### config.mk
export PLATFORM = sky130hd
export DESIGN_NAME = mmu_conv_sched
export DESIGN_NICKNAME = d
export VERILOG_FILES = /design/src/rtl/mmu_conv_sched.sv
export SDC_FILE = /design/constraint.sdc
export NUM_CORES = 1
export LEC_CHECK = 0
export ABC_CLOCK_PERIOD_IN_PS = 3300
export CAP_MARGIN = 20
export CELL_PAD_IN_SITES_DETAIL_PLACEMENT = 1
export CELL_PAD_IN_SITES_GLOBAL_PLACEMENT = 1
export CORE_MARGIN = 3
export CORE_UTILIZATION = 35
export CTS_CLUSTER_DIAMETER = 50
export DETAILED_ROUTE_END_ITERATION = 7
export MAX_ROUTING_LAYER = met4
export PLACE_DENSITY = 0.78
export REMOVE_ABC_BUFFERS = 1
export SLEW_MARGIN = 15
export SYNTH_ARGS = -nofsm -noshare
export SYNTH_HDL_FRONTEND = slang
export SYNTH_SLANG_ARGS = --single-unit
### constraint.sdc
create_clock -name clk -period 3.3 [get_ports clk]
set_input_delay 0.33 -clock clk [delete_from_list [all_inputs] [get_ports clk]]
set_output_delay 0.33 -clock clk [all_outputs]
set_load 0.01 [all_outputs]
### src/rtl/mmu_conv_sched.sv
// mmu_conv_sched: frame sequencer for the MMU 3x3 convolution path.
// One accepted start configures the CFIFO, streams every pixel of the
// frame from X-RAM in raster order, tags full-window beats and advances
// the Y-RAM write address for each one.
//
// state  | meaning
// -------+--------------------------------------------------------------
// IDLE   | ready, waiting for start
// CFG    | single cycle: CFIFO configuration strobe and line-buffer clear
// STREAM | issue one pixel read per cycle in which core_ready is high
// DRAIN  | last issued beat is being returned from X-RAM
// DONE   | single-cycle done pulse (also taken on a rejected start)
module mmu_conv_sched #(
    parameter int VAW        = 12,
    parameter int MAW        = 10,
    parameter int FIFO_WIDTH = 8
) (
    input  logic                  clk,
    input  logic                  rst_n,
    input  logic                  start,
    output logic                  ready,
    input  logic [FIFO_WIDTH-1:0] img_w,
    input  logic [FIFO_WIDTH-1:0] img_h,
    input  logic [VAW-1:0]        x_base,
    input  logic [VAW-1:0]        y_base,
    input  logic [MAW-1:0]        w_base,
    input  logic                  core_ready,
    output logic [VAW-1:0]        X_rd,
    output logic [MAW-1:0]        W_rd,
    output logic                  cfifo_cfg,
    output logic [FIFO_WIDTH-1:0] cfifo_cfg_len,
    output logic                  cfifo_load0,
    output logic                  cfifo_dvalid,
    output logic                  win_valid,
    output logic [VAW-1:0]        Y_wr,
    output logic                  done,
    output logic                  err
);

    typedef enum logic [2:0] {
        S_IDLE   = 3'd0,
        S_CFG    = 3'd1,
        S_STREAM = 3'd2,
        S_DRAIN  = 3'd3,
        S_DONE   = 3'd4
    } state_t;

    state_t                r_state;
    state_t                w_state_nxt;

    logic [FIFO_WIDTH-1:0] r_w;
    logic [FIFO_WIDTH-1:0] r_h;
    logic [FIFO_WIDTH-1:0] r_col;
    logic [FIFO_WIDTH-1:0] r_row;
    logic [VAW-1:0]        r_x_ptr;
    logic [VAW-1:0]        r_y_ptr;
    logic [MAW-1:0]        r_w_rd;
    logic [FIFO_WIDTH-1:0] r_cfg_len;

    logic                  r_ready;
    logic                  r_cfg;
    logic                  r_dvalid;
    logic                  r_win;
    logic                  r_done;
    logic                  r_err;

    logic                  w_accept;
    logic                  w_dim_ok;
    logic                  w_issue;
    logic                  w_col_last;
    logic                  w_last;

    logic                  w_ready_nxt;
    logic                  w_cfg_nxt;
    logic                  w_dvalid_nxt;
    logic                  w_win_nxt;
    logic                  w_done_nxt;
    logic                  w_err_nxt;

    localparam logic [FIFO_WIDTH-1:0] C_TWO   = FIFO_WIDTH'(2);
    localparam logic [FIFO_WIDTH-1:0] C_THREE = FIFO_WIDTH'(3);

    assign w_accept   = (r_state == S_IDLE) && start;
    assign w_dim_ok   = (img_w >= C_THREE) && (img_h >= C_THREE);
    assign w_issue    = (r_state == S_STREAM) && core_ready;
    assign w_col_last = (r_col == r_w - 1'b1);
    assign w_last     = w_issue && w_col_last && (r_row == r_h - 1'b1);

    // State register
    always_ff @(posedge clk) begin
        if (!rst_n) begin
            r_state <= S_IDLE;
        end else begin
            r_state <= w_state_nxt;
        end
    end

    // Next-state logic
    always_comb begin
        w_state_nxt = r_state;
        case (r_state)
            S_IDLE:   if (start) w_state_nxt = w_dim_ok ? S_CFG : S_DONE;
            S_CFG:    w_state_nxt = S_STREAM;
            S_STREAM: if (w_last) w_state_nxt = S_DRAIN;
            S_DRAIN:  w_state_nxt = S_DONE;
            S_DONE:   w_state_nxt = S_IDLE;
            default:  w_state_nxt = S_IDLE;
        endcase
    end

    // Output decode: values the output registers take at the next edge
    always_comb begin
        w_ready_nxt  = (w_state_nxt == S_IDLE);
        w_cfg_nxt    = (w_state_nxt == S_CFG);
        w_done_nxt   = (w_state_nxt == S_DONE);
        w_dvalid_nxt = w_issue;
        w_win_nxt    = w_issue && (r_row >= C_TWO) && (r_col >= C_TWO);
        w_err_nxt    = w_accept ? !w_dim_ok : r_err;
    end

    // Registered strobes and status; row/col tags travel with the beat
    always_ff @(posedge clk) begin
        if (!rst_n) begin
            r_ready  <= 1'b1;
            r_cfg    <= 1'b0;
            r_dvalid <= 1'b0;
            r_win    <= 1'b0;
            r_done   <= 1'b0;
            r_err    <= 1'b0;
        end else begin
            r_ready  <= w_ready_nxt;
            r_cfg    <= w_cfg_nxt;
            r_dvalid <= w_dvalid_nxt;
            r_win    <= w_win_nxt;
            r_done   <= w_done_nxt;
            r_err    <= w_err_nxt;
        end
    end

    // Descriptor latch, raster counters and running address pointers
    always_ff @(posedge clk) begin
        if (!rst_n) begin
            r_w       <= '0;
            r_h       <= '0;
            r_col     <= '0;
            r_row     <= '0;
            r_x_ptr   <= '0;
            r_y_ptr   <= '0;
            r_w_rd    <= '0;
            r_cfg_len <= '0;
        end else if (w_accept && w_dim_ok) begin
            r_w       <= img_w;
            r_h       <= img_h;
            r_col     <= '0;
            r_row     <= '0;
            r_x_ptr   <= x_base;
            r_y_ptr   <= y_base;
            r_w_rd    <= w_base;
            r_cfg_len <= img_w;
        end else begin
            if (w_issue) begin
                r_x_ptr <= r_x_ptr + 1'b1;
                if (w_col_last) begin
                    r_col <= '0;
                    r_row <= r_row + 1'b1;
                end else begin
                    r_col <= r_col + 1'b1;
                end
            end
            if (r_win) begin
                r_y_ptr <= r_y_ptr + 1'b1;
            end
        end
    end

    assign ready         = r_ready;
    assign cfifo_cfg     = r_cfg;
    assign cfifo_load0   = r_cfg;
    assign cfifo_cfg_len = r_cfg_len;
    assign cfifo_dvalid  = r_dvalid;
    assign win_valid     = r_win;
    assign done          = r_done;
    assign err           = r_err;
    assign X_rd          = r_x_ptr;
    assign Y_wr          = r_y_ptr;
    assign W_rd          = r_w_rd;

endmodule

; Word-level counts from Yosys, hierarchy flattened
; Cells that the tools add are included.
[totals]
reg_bits = 75
latch_bits = 0
mem_bits_rw = 0
mem_bits_ro = 0
out_inout_bits = 49
word_cells = 56
memories = 0
[classes]
addsub = 6
multipliers = 0
div_mod_pow = 0
magnitude_cmp = 4
eq_ne = 7
shift = 0
muxes = 9
n_bitwise = 1
n_reduce_logical = 15
[op_table]
columns = op, count
row1 = 2-to-1 mux 12 bit, 4
row2 = "greater-or-equal comparator 8 x 2 -> 1 bit, second input constant", 4
row3 = "adder 12 x 1 -> 12 bit, second input constant", 2
row4 = "adder 8 x 1 -> 8 bit, second input constant", 2
row5 = equality test 8 bit, 2
row6 = "subtractor 8 x 1 -> 8 bit, second input constant", 2
row7 = case mux 3 bit (4 select lines), 1
row8 = 2-to-1 mux 3 bit, 3
row9 = logical AND 1 bit, 8
row10 = 2-to-1 mux 8 bit, 1
row11 = "equality test 3 x 1 -> 1 bit, second input constant", 2
row12 = "equality test 3 x 2 -> 1 bit, second input constant", 2
row13 = logical NOT 3 bit, 2
row14 = nonzero test 2 bit, 2
row15 = "equality test 3 bit, second input constant", 1
row16 = AND reduction 2 bit, 1
row17 = OR reduction 2 bit, 1
row18 = logical NOT 1 bit, 1
row19 = NOT 1 bit, 1

; Longest topological paths before layout
[depth]
word_depth = 7
depth_mapped = 9
depth_no_buf = 8

; Least setup slack after synthesis
; OpenSTA, ideal clock, no wires.
[synth_path]
kind = register -> register
startpoint = reg, netlist name cfifo_cfg_len[0]
endpoint = reg r_row[3]
setup_time_ns = 0.123
t_arrival_ns = 2.291
t_required_ns = 3.177
slack_ns = 0.886
path_stages_with_launch = 9
n_path_buf = 0
period_less_slack_ns = 2.414
cell_sequence = dfxtp_1 > inv_1 > ha_1 > nor2b_1 > or3_1 > a31o_4 > nor4_4 > nand4_1 > mux2_1
[synth_rtl]
columns = item, line_no
row1 = end signal: assignment, 165  ; r_row <= r_row + 1'b1;
row2 = end: declaration, 54  ; logic [FIFO_WIDTH-1:0] r_row;

==> summary.json <==
{
  "outcome": {"value": "finished clean"},
  "timing.max_cap.violations": {"value": 0},
  "critical_path.startpoint": {"value": "cfifo_cfg_len[0]$_SDFFE_PN0P_"},
  "report.final.slew_viol_count": {"value": 0},
  "antenna_cells_inserted": {"value": 0},
  "synth.cell_area": {"value": 0.00374, "unit": "mm2"},
  "clkLatencyLatePin": {"value": 0.36, "unit": "ns"},
  "synth_cell_types": {"value": 53},
  "htreeDepth": {"value": 3},
  "asyncSetResetFlopFracSynth": {"value": 0, "unit": "%"},
  "reg2reg_setup_slack": {"value": 0.68, "unit": "ns"},
  "finish.net_count": {"value": 614},
  "post-synth-top-area-cell": {"value": "dfxtp_1"},
  "cp-endpoint": {"value": "r_row[3]$_SDFFE_PP0P_"},
  "slew-limit-headroom": {"value": 62.6, "unit": "%"},
  "cp-start-kind": {"value": "flop"},
  "tritoncts": {"value": "built"},
  "max_slew.worst_pin.slew": {"value": 0.557, "unit": "ns"},
  "top_area_cell_type_share_of_the_netlist_area": {"value": 40.1, "unit": "%"},
  "die-height": {"value": 109, "unit": "um"},
  "period_minus_slack": {"value": 2.62, "unit": "ns"},
  "maximum_number_of_pins_on_one_net_before_global_route_repair": {"value": 76},
  "crit-reg2reg-capture": {"value": "r_row[3]$_SDFFE_PP0P_"},
  "post_synth_main_area_contributors": {"value": "dfxtp_1 (40%), nand2_1 (7.8%), xor2_1 (5.4%)"},
  "clock_tree.buffer_depth": {"value": 2},
  "path_max_fanout": {"value": 6},
  "ff2ff_path_depth": {"value": 8},
  "drive_gt1_share": {"value": 5.92, "unit": "%"},
  "timing.rr.start": {"value": "cfifo_cfg_len[0]$_SDFFE_PN0P_"},
  "grt_pass1_vias": {"value": 3774},
  "floorplan.die.width": {"value": 109, "unit": "um"},
  "finalWirelength": {"value": 11.4, "unit": "mm"},
  "endpoint_kind": {"value": "flop"},
  "tns": {"value": 0, "unit": "ns"},
  "std_cell_rows": {"value": 37},
  "setup_violating_endpoint_count_in_the_final_report": {"value": 0},
  "place.gp.congestion": {"value": 0.826},
  "drtIter0Drc": {"value": 157},
  "detail_route.first_pass.iterations": {"value": 4},
  "clock.fmax": {"value": 0.382, "unit": "GHz"},
  "initial_standard_cell_utilization_of_the_core": {"value": 36.1, "unit": "%"},
  "min_path_type": {"value": "flop to flop"},
  "dp_hpwl": {"value": 8.28, "unit": "mm"},
  "floorplan.io_pins": {"value": 103},
  "peakVddDrop": {"value": 186, "unit": "uV"},
  "synth.top_cells.by_count": {"value": "nand2_1 (78), dfxtp_1 (75), nor2_1 (52)"},
  "cts.repair.resized": {"value": 0},
  "core_area": {"value": 0.0104, "unit": "mm2"},
  "timing.critical_path.required": {"value": 3.54, "unit": "ns"},
  "grt_pass1_wl": {"value": 18.7, "unit": "mm"},
  "yosys.cell_count.top_type": {"value": "nand2_1"},
  "layout-area-overhead-vs-synth": {"value": 36.4, "unit": "%"},
  "ctsHoldBuffers": {"value": 0},
  "detail_route.wl_per_cell": {"value": 16.4, "unit": "um"},
  "yosys_warnings": {"value": 0},
  "rsz0062_at_grt": {"value": "false"},
  "setup.worst_path.class": {"value": "flop to flop"},
  "grt_antenna_before_repair": {"value": 0},
  "finalHoldViolations": {"value": 0},
  "setup_buffers_after_cts": {"value": 0},
  "sinks_on_the_clock_net": {"value": 75},
  "power.leakage": {"value": 1.83, "unit": "nW"},
  "number_of_port_buffers": {"value": 102},
  "reg_clk_slew_reported_paths": {"value": 0.09, "unit": "ns"},
  "synth.ff_latch_count": {"value": 75},
  "final.setup_skew": {"value": 0.0132, "unit": "ns"},
  "drc": {"value": 0},
  "synth_seq_area_share": {"value": 40.1, "unit": "%"},
  "pwr_density_cell": {"value": 448, "unit": "mW/mm2"},
  "crit_arrival": {"value": 2.85, "unit": "ns"},
  "dieArea": {"value": 0.0120, "unit": "mm2"},
  "synth_edf_count": {"value": 0},
  "globalRoute.totalOverflow": {"value": 0},
  "ant_nets": {"value": 0},
  "postSynth.topFlopCell": {"value": "dfxtp_1"},
  "cts_buffers": {"value": 9},
  "vias": {"value": 3613},
  "postSynthCellCount": {"value": 455},
  "post-route-util": {"value": 49.2, "unit": "%"},
  "layout_worst_path_cycle_share": {"value": 79.3, "unit": "%"},
  "detail_route.vias_per_cell": {"value": 5.21},
  "groute.usage.overall": {"value": 20.2, "unit": "%"},
  "cts_root_buffer": {"value": "clkbuf_8"},
  "avgSynthCellArea": {"value": 8.23, "unit": "um2"}
}
## worst max-delay path: stages, from the launching register on
cell     delay, ns
dfxtp_1       0.46
inv_1         0.08
ha_1          0.25
nor2b_1       0.14
or3_1         0.37
a31o_4        0.27
nor4_4        0.44
nand4_1       0.15
mux2_1        0.33
## state kept, by name, summed over array words and instances, names as in the netlist
signal / count
r_h: 8
X_rd: 12
win_valid: 1
cfifo_dvalid: 1
cfifo_cfg_len: 8
done: 1
r_row: 8
Y_wr: 12
cfifo_cfg: 1
r_col: 8
err: 1
r_state: 3
W_rd: 10
ready: 1
## how the worst min path moves through the flow
stage	from	slack, ns	cells after the start	end
final	W_rd[7]$_SDFFE_PN0P_	0.46	2	W_rd[7]$_SDFFE_PN0P_
after global routing	W_rd[7]$_SDFFE_PN0P_	0.49	2	W_rd[7]$_SDFFE_PN0P_
after CTS	W_rd[7]$_SDFFE_PN0P_	0.46	2	W_rd[7]$_SDFFE_PN0P_
after detailed placement	W_rd[7]$_SDFFE_PN0P_	0.45	2	W_rd[7]$_SDFFE_PN0P_
after global placement	W_rd[6]$_SDFFE_PN0P_	0.44	2	W_rd[6]$_SDFFE_PN0P_
after floorplan	r_h[6]$_SDFFE_PN0P_	0.45	2	r_h[6]$_SDFFE_PN0P_
## cell type report
| cell class | count | area, um2 |
|---|---|---|
| Inverter | 13 | 48.8 |
| Sequential cell | 75 | 1500 |
| Tap cell | 136 | 170 |
| Fill cell | 1260 | 5270 |
| Timing Repair Buffer | 108 | 1080 |
| Multi-Input combinational cell | 345 | 2100 |
| Clock inverter | 6 | 71.3 |
| Clock buffer | 10 | 138 |
## layout by cell type (no fill, tap or decap), types with 2 or more instances in the layout
cell / count
clkdlybuf4s50_1: 102
nand2_1: 77
dfxtp_1: 75
nor2_1: 52
a21oi_1: 37
a211oi_1: 24
xor2_1: 23
xnor2_1: 21
inv_1: 12
nor4_1: 12
nand4_1: 12
clkbuf_8: 10
nand3_1: 9
and3_1: 9
ha_1: 8
nor3_1: 7
o21ai_0: 6
buf_4: 5
and4_1: 3
o22ai_1: 3
mux2i_1: 3
a22oi_1: 2
nand2b_1: 2
a31oi_1: 2
nand3b_1: 2
nor2b_1: 2
or3_1: 2
xnor2_2: 2
nor4_4: 2
a21o_1: 2
clkinvlp_4: 2
inv_6: 2
## power breakdown
group	leakage, nW	switching (mW)	internal (mW)	total [mW]
clock network	0.0995	0.382	0.377	0.759
logic	1.12	0.240	0.255	0.494
registers	0.615	0.0686	0.964	1.03
## cell families after synthesis
logic type / after synthesis / share of synthesized area (%)
AND/OR/NAND/NOR: 202 / 26.4
adder cells (fa/ha/maj): 8 / 2.67
buffers and inverters: 35 / 3.94
AO/OA/AOI/OAI: 85 / 14.6
flip-flops: 75 / 40.1
multiplexers: 4 / 1.10
XOR/XNOR: 46 / 11.2
## stage by stage
step | power [mW] | cells | cell area, um2 | hold slack (ns) | setup slack (ns)
after CTS | 2.31 | 693 | 5100 | 0.464 | 0.694
after floorplan | 1.29 | 433 | 3640 | 0.445 | 0.312
after global placement | 1.53 | 677 | 4900 | 0.442 | 0.690
after global routing | 2.41 | 693 | 5100 | 0.489 | 0.484
final | 2.29 | 693 | 5100 | 0.462 | 0.682
after detailed placement | 1.55 | 677 | 4900 | 0.450 | 0.618
## layer usage
metal,share of wire [%],GRT usage (%),vias to the layer above,wire [um]
met2,48,32.2,73,5510
met5,0,-,-,0
li1,-,-,1780,-
met1,46,26.4,1746,5250
met3,3.5,3.29,14,401
met4,1.8,6.06,0,210
Note: power is estimated with default switching activity, not from simulation.
